$ cat src/rtl/mem_bus_pkg.sv
`default_nettype none
// ==========================================================================
// mem_bus_pkg : shared types and widths for the native memory-bus arbiter
// Revision    : 1.0
// ==========================================================================
package mem_bus_pkg;

  localparam int MEM_ADDR_W = 32;
  localparam int MEM_DATA_W = 32;
  localparam int MEM_STRB_W = 4;
  localparam int WD_CNT_W   = 8;

  localparam logic [MEM_DATA_W-1:0] DEFAULT_ERR_RDATA = 32'hdeadbeef;

  typedef enum logic [1:0] {
    IDLE   = 2'd0,
    GRANT0 = 2'd1,
    GRANT1 = 2'd2
  } arb_state_t;

endpackage
`default_nettype wire

$ cat src/rtl/mem_bus_watchdog.sv
`default_nettype none
// ==========================================================================
// mem_bus_watchdog : counts granted cycles and flags the last allowed cycle
// Revision         : 1.0
// ==========================================================================
module mem_bus_watchdog
  import mem_bus_pkg::*;
#(
  parameter logic [WD_CNT_W-1:0] TIMEOUT_CYCLES = 8'd255
) (
  input  logic clk,
  input  logic resetn,
  input  logic enable,
  input  logic clear,
  output logic expire
);

  localparam logic [WD_CNT_W-1:0] LIMIT = TIMEOUT_CYCLES - WD_CNT_W'(1);
  localparam logic                ARMED = (TIMEOUT_CYCLES != '0);

  logic [WD_CNT_W-1:0] wd_cnt;

  // A zero timeout pins the counter so the disabled watchdog stays inert.
  always_ff @(posedge clk or negedge resetn) begin
    if (!resetn) begin
      wd_cnt <= '0;
    end else if (clear || !ARMED) begin
      wd_cnt <= '0;
    end else if (enable) begin
      wd_cnt <= wd_cnt + WD_CNT_W'(1);
    end
  end

  assign expire = ARMED && enable && (wd_cnt == LIMIT);

endmodule
`default_nettype wire

$ cat src/rtl/mem_bus_arbiter.sv
`default_nettype none
// ==========================================================================
// mem_bus_arbiter : two-master round-robin arbiter for a native memory port
// Revision        : 1.0
// ==========================================================================
module mem_bus_arbiter
  import mem_bus_pkg::*;
#(
  parameter logic [WD_CNT_W-1:0]   TIMEOUT_CYCLES = 8'd255,
  parameter logic [MEM_DATA_W-1:0] ERR_RDATA      = DEFAULT_ERR_RDATA
) (
  input  logic                  clk,
  input  logic                  resetn,
  input  logic                  m0_mem_valid,
  input  logic                  m0_mem_instr,
  input  logic [MEM_ADDR_W-1:0] m0_mem_addr,
  input  logic [MEM_DATA_W-1:0] m0_mem_wdata,
  input  logic [MEM_STRB_W-1:0] m0_mem_wstrb,
  output logic                  m0_mem_ready,
  output logic [MEM_DATA_W-1:0] m0_mem_rdata,
  input  logic                  m1_mem_valid,
  input  logic                  m1_mem_instr,
  input  logic [MEM_ADDR_W-1:0] m1_mem_addr,
  input  logic [MEM_DATA_W-1:0] m1_mem_wdata,
  input  logic [MEM_STRB_W-1:0] m1_mem_wstrb,
  output logic                  m1_mem_ready,
  output logic [MEM_DATA_W-1:0] m1_mem_rdata,
  output logic                  s_mem_valid,
  output logic                  s_mem_instr,
  output logic [MEM_ADDR_W-1:0] s_mem_addr,
  output logic [MEM_DATA_W-1:0] s_mem_wdata,
  output logic [MEM_STRB_W-1:0] s_mem_wstrb,
  input  logic                  s_mem_ready,
  input  logic [MEM_DATA_W-1:0] s_mem_rdata,
  output logic                  bus_timeout
);

  arb_state_t state;
  logic       last_grant;
  logic       granted_valid;
  logic       wd_expire;
  logic       timeout;
  logic       finish;

  assign granted_valid = ((state == GRANT0) && m0_mem_valid) ||
                         ((state == GRANT1) && m1_mem_valid);
  // A slave answer in the final watchdog cycle wins over the forced completion.
  assign timeout       = wd_expire && !s_mem_ready;
  assign finish        = s_mem_ready || timeout;

  mem_bus_watchdog #(
    .TIMEOUT_CYCLES (TIMEOUT_CYCLES)
  ) u_watchdog (
    .clk    (clk),
    .resetn (resetn),
    .enable (granted_valid),
    .clear  (!granted_valid || finish),
    .expire (wd_expire)
  );

  always_ff @(posedge clk or negedge resetn) begin
    if (!resetn) begin
      state      <= IDLE;
      last_grant <= 1'b1;
    end else begin
      case (state)
        IDLE: begin
          if (m0_mem_valid && (!m1_mem_valid || last_grant)) begin
            state <= GRANT0;
          end else if (m1_mem_valid) begin
            state <= GRANT1;
          end
        end
        GRANT0, GRANT1: begin
          if (finish) begin
            state      <= IDLE;
            last_grant <= (state == GRANT1);
          end else if (!granted_valid) begin
            state <= IDLE;
          end
        end
        default: state <= IDLE;
      endcase
    end
  end

  always_comb begin
    s_mem_valid  = 1'b0;
    s_mem_instr  = 1'b0;
    s_mem_addr   = '0;
    s_mem_wdata  = '0;
    s_mem_wstrb  = '0;
    m0_mem_ready = 1'b0;
    m1_mem_ready = 1'b0;
    m0_mem_rdata = '0;
    m1_mem_rdata = '0;
    case (state)
      GRANT0: begin
        s_mem_valid  = m0_mem_valid;
        s_mem_instr  = m0_mem_instr;
        s_mem_addr   = m0_mem_addr;
        s_mem_wdata  = m0_mem_wdata;
        s_mem_wstrb  = m0_mem_wstrb;
        m0_mem_ready = finish;
      end
      GRANT1: begin
        s_mem_valid  = m1_mem_valid;
        s_mem_instr  = m1_mem_instr;
        s_mem_addr   = m1_mem_addr;
        s_mem_wdata  = m1_mem_wdata;
        s_mem_wstrb  = m1_mem_wstrb;
        m1_mem_ready = finish;
      end
      default: ;
    endcase
    if (state != IDLE) begin
      m0_mem_rdata = timeout ? ERR_RDATA : s_mem_rdata;
      m1_mem_rdata = timeout ? ERR_RDATA : s_mem_rdata;
    end
  end

  assign bus_timeout = timeout;

endmodule
`default_nettype wire

$ cat config.mk
export PLATFORM = sky130hd
export DESIGN_NAME = mem_bus_arbiter
export DESIGN_NICKNAME = d
export VERILOG_FILES = /design/src/rtl/mem_bus_pkg.sv /design/src/rtl/mem_bus_watchdog.sv /design/src/rtl/mem_bus_arbiter.sv
export SDC_FILE = /design/constraint.sdc
export NUM_CORES = 1
export LEC_CHECK = 0
export CAP_MARGIN = 40
export CORE_AREA = 10 10 113 115
export DETAILED_ROUTE_END_ITERATION = 10
export DIE_AREA = 0 0 123 125
export PLACE_DENSITY = 0.81
export SYNTH_ARGS = -nofsm -noshare
export SYNTH_HDL_FRONTEND = slang
export SYNTH_SLANG_ARGS = --single-unit
$ cat constraint.sdc
create_clock -name clk -period 3 [get_ports clk]
set_input_delay 0.75 -clock clk [delete_from_list [all_inputs] [get_ports clk]]
set_output_delay 0.75 -clock clk [all_outputs]
set_load 0.01 [all_outputs]
## Word level (Yosys, flattened, before mapping)

Cells that the tools add are included.

- $add $sub $neg: 1
- Equality and inequality tests: 5
- Mux-type cells: 16
- Reduce and logical (&&, ||, !) cells: 18

Operator list:

| cell | number |
|---|---|
| one-hot mux 32 bit (2 select lines) | 2 |
| two-way mux 32 bit | 2 |
| two-way mux 8 bit | 2 |
| adder 8 x 1 -> 8 bit, second input constant | 1 |
| equality test 8 bit, second input constant | 1 |
| two-way mux 2 bit | 4 |
| one-hot mux 4 bit (2 select lines) | 1 |
| inequality test 3 bit, second input constant | 2 |
| logical AND 1 bit | 5 |
| logical OR 1 bit | 4 |
| one-hot mux 1 bit (2 select lines) | 2 |
| one-hot mux 2 bit (2 select lines) | 1 |
| AND reduction 2 bit | 2 |
| nonzero test 2 bit | 2 |
| zero test 1 bit | 3 |
| equality test 2 x 1 -> 1 bit, second input constant | 1 |
| equality test 2 bit, second input constant | 1 |
| zero test 2 bit | 1 |
| two-way mux 1 bit | 2 |
| OR reduction 2 bit | 1 |

- Register bits after elaboration: 11
- Output and inout port bits: 137
- Word-level logic and storage cells: 43

## Depth between registers and ports, before layout

- Depth after elaboration: 8
- Depth in mapped cells: 9
- Gate-level depth less buffers: 6

## By module

Synthesis repeated with hierarchy kept, for this count alone.

- Cells, all modules: 322
- Area, all modules: 2207.1 um^2

Modules (own cells, without submodules):

| module | instances | cells each | area each (um^2) | seq. area each (um^2) |
|---|---|---|---|---|
| mem_bus_arbiter | 1 | 281 | 1795.5 | 76.3 |
| mem_bus_watchdog | 1 | 41 | 411.6 | 200.2 |

## Worst setup path before layout

Ideal clock, no wire load.

- Path kind: register to output
- Start: reg state[1]
- End: out m1_mem_rdata[10]
- Arrival: 1.918 ns
- Required time: 2.250 ns
- Path slack: 0.332 ns
- Stages on the path, launching flop included: 10
- Path buffers: 3
- Cells stage by stage: dfrtp_1 -> inv_1 -> ha_1 -> buf_2 -> a22oi_2 -> nor4_4 -> buf_2 -> nor2_1 -> nor2_1 -> buf_4

- Word-level cells in the longest chain between the ends: 7
- Elaborated cells between the ends (all ways): 10

RTL lines:

| what | line | source |
|---|---|---|
| start: declaration | mem_bus_arbiter.sv:38 | `arb_state_t state;` |
| start signal: assignment | mem_bus_arbiter.sv:63 | `state <= IDLE;` |
| start signal: assignment | mem_bus_arbiter.sv:69 | `state <= GRANT0;` |
| start signal: assignment | mem_bus_arbiter.sv:71 | `state <= GRANT1;` |
| equality test 2 x 1 -> 1 bit or equality test 2 bit (tied branches) | mem_bus_arbiter.sv:45, mem_bus_arbiter.sv:46 |  |
| logical AND 1 bit, on equally long branches | mem_bus_arbiter.sv:45, mem_bus_arbiter.sv:46 |  |
| logical OR 1 bit | mem_bus_arbiter.sv:45 | `assign granted_valid = ((state == GRANT0) && m0_mem_valid) \|\|` |
| logical AND 1 bit | mem_bus_watchdog.sv:34 | `assign expire = ARMED && enable && (wd_cnt == LIMIT);` |
| logical AND 1 bit | mem_bus_arbiter.sv:48 | `assign timeout = wd_expire && !s_mem_ready;` |
| two-way mux 32 bit | n/a |  |
| two-way mux 32 bit (*) | n/a |  |
| end: declaration | mem_bus_arbiter.sv:27 | `output logic [MEM_DATA_W-1:0] m1_mem_rdata,` |

Mark *: on every way between the ends. The rest lies on a longest branch, timed or not.

## Final worst setup path

- Start: reg state[0]
- End: out s_mem_addr[26]

- Word-level cells in the longest chain between the ends: 2
- Elaborated cells between the ends (all ways): 3

RTL lines:

| what | line | source |
|---|---|---|
| equality test 2 bit or equality test 2 x 1 -> 1 bit (tied branches) | mem_bus_arbiter.sv:97 | `case (state)` |
| one-hot mux 32 bit (2 select lines) (*) | mem_bus_arbiter.sv:97 |  |
| end: declaration | mem_bus_arbiter.sv:30 | `output logic [MEM_ADDR_W-1:0] s_mem_addr,` |

Marks and branches as above.

==> reports/results.ini <==
[clock_tree]
cts_buffer_depth = 2
htreeDepth = 1
cts.sinks = 11
numCtsBuffers = 3
cts_hold_buf = 0
cts_tree = built
clk_latency_ps = 230
root_buffer = clkbuf_8
path_clk_slew_ps = 50

[detailed_routing]
route.met2.wl_mm = 7.26
vias = 3411
dr.max_layer_used = met4
ant_nets = 0
first_iter_violations = 235
wl_met1_mm = 5.15
routed_wirelength_mm = 13.9
viasPerCell = 4.65
drcViolationCount = 0
wl_met3_mm = 1.41
firstDrtPassIters = 5
drt-wirelength-per-cell_um = 19.0

[yosys]
synth.area.top_cells = a22oi_1 26%, nor2_1 24%, dfrtp_1 12%
syn_nets = 500
yosysMostFrequentCell = nor2_1
postSynthCellCount = 320
synthTopCellsByCount = 129 x nor2_1, 69 x a22oi_1, 33 x buf_4, 23 x clkbuf_1, 10 x dfrtp_1
yosys_warnings = 0
synth_edf_count = 0
synth_area_leader_cell = a22oi_1
synth_top_area_share_pct = 25.9
synth_ff_type = dfrtp_1
yosysSeqAreaShare_pct = 13.8
syn_area_mm2 = 0.00200
synth_cell_types = 31
syn_area_per_cell_um2 = 6.26
synthArstFlopShare_pct = 100
synth_seq_cells = 11

[grt]
grt_max_degree = 71
first_global_vias = 3418
antenna_found_initial = 1
groute.usage.overall_pct = 15.8
overflow = 0
grt_pass1_wl_mm = 19.6

[worst_setup_path]
cp_cell_sequence = inv_1, ha_2, buf_6, a22oi_1, nor2_1, clkdlybuf4s50_1
r2r_start = state[1]
r2r_slack_ps = 1050
cp_slowest_cell = clkdlybuf4s50_1
crit_path_max_fanout = 37
startpoint_type = flop
timing.rr.end = state[1]
slowest_delay_ps = 560
cp.arrival_ps = 2130
critPathBufInv = 3
worst_setup_path_end_kind = output port
critical_path_class = flop to output port
path_delay_family = buffers and inverters
cp.required_ps = 2250
reg2reg_depth = 7

[die]
rows = 38
die_y_um = 125
start_util_pct = 18.9
ios = 312
fp.dieW_um = 123
core-area_mm2 = 0.0106
die_area_mm2 = 0.0154

[place]
gp_congestion = 0.863
place.detailed.hpwl_mm = 11.9
portBuffers = 311

[sta]
final_max_slew_viol_count = 0
holdWs_ps = 546
rsz0062_at_grt = false
fmax_mhz = 348
period_minus_slack_ps = 2880
hold_viol = 0
skew_ps = 0.509
fin_setup_tns_ps = 0
setup_viol = 0
worst_pin_slew_ps = 581
slew_headroom_pct = 61.0
min_period_over_period_pct = 95.8

[power]
comb_power_share_pct = 90.6
power_switching_mw = 1.75
power.density_mw_per_mm2 = 705
p_int_mw = 1.78
switching_share_pct = 49.6
p_clk_share_pct = 4.0
leakagePower_nw = 2.09
p_seq_share_pct = 5.4
max-vdd-ir-drop_mv = 0.550

[min_path]
hold_path_end = state[1]
hp-start = state[1]
worstHoldPathType = flop to flop
holdPathStages = 1

[final_layout]
fillCellCount = 1056
drive_gt1_share_pct = 12.3
final_nets = 773
areaGrowthSynthToFinish_pct = 151
multi_input_area_mm2 = 0.00139
ff_latch_area_um2 = 277
post-route-util_pct = 47.4

[run]
maxCapViolCount = 0

[status]
status = completed

-- cells by family after synthesis --
family	Yosys count	share of synthesized area [%]
xor gates and xnor gates	6	2.62
buffers and inverters	66	18.7
and+or+nand+nor	153	31.9
muxes	1	0.562
DFF	11	13.8
adders and majority gates	5	3.12
AOI/OAI and AO/OA	78	29.2
-- registers in the layout, summed over array words and instances, names as in the netlist --
signal             cells
last_grant             1
state                  2
u_watchdog.wd_cnt      8
-- per-layer routing --
layer	up-vias	GRT usage (%)
li1	1617	-
met4	0	1.85
met2	196	30.8
met1	1588	16.3
met5	-	0
met3	10	5.04
-- timing repair --
item | 4_1_cts | 5_1_grt
endpoints found under the setup margin | 70 | 35
pin swaps | 5 | 10
cloned | 1 | 0
setup buffers | 2 | 1
resized for setup | 170 | 21
-- worst max path at each step --
stage | startpoint | end | depth (start not counted)
CTS | state[0] | s_mem_addr[26] | 6
detailed placement | m1_mem_valid | m0_mem_rdata[9] | 7
finish | state[0] | s_mem_addr[26] | 6
global placement | m1_mem_valid | m0_mem_rdata[9] | 7
floorplan | state[1] | m1_mem_rdata[10] | 9
global route | state[0] | s_mem_addr[26] | 6
-- placed cells by master, fill, tap and decap left out, drive strengths merged --
master	instances
inv	6
clkbuf	4
bufbuf	1
a21oi	1
nand4	2
nor2	129
o211ai	1
ha	5
xor2	5
and4	1
dfrtp	10
o31a	1
dfstp	1
clkdlybuf4s50	241
diode	1
o22ai	2
and2	8
a211oi	1
buf	48
mux2	1
nand3	4
clkdlybuf4s15	5
dlygate4sd2	33
nand2	3
a22o	1
a22oi	70
xnor2	1
nand2b	1
o21ai	1
nor4	1
nor2b	2
and3	2
-- stage by stage --
stage	cell area (um^2)	cells	total power [mW]	setup slack, ps
5_1_grt	5020	733	3.79	15.1
4_1_cts	5090	731	3.61	11.6
3_3_place_gp	5070	724	3.56	-543
2_1_floorplan	2000	320	1.90	332
3_5_place_dp	5070	724	3.62	-586
6_report	5020	733	3.54	125
-- power by group through the flow --
stage | sequential (mW) | combinational, mW | clock, mW
global route | 0.190 | 3.45 | 0.153
detailed placement | 0.192 | 3.42 | 0
CTS | 0.190 | 3.27 | 0.147
finish | 0.190 | 3.21 | 0.142
global placement | 0.189 | 3.37 | 0
floorplan | 0.189 | 1.71 | 0
-- layout make-up --
| class | instances | area share (%) |
|---|---|---|
| well taps | 140 | 3.49 |
| multi-input cells | 243 | 27.6 |
| clock buffers | 4 | 0.897 |
| diodes | 1 | 0.0498 |
| flip-flops and latches | 11 | 5.51 |
| inverters | 6 | 0.449 |
| repair buffers | 328 | 62.0 |
Power figures use the tool's default switching activity.
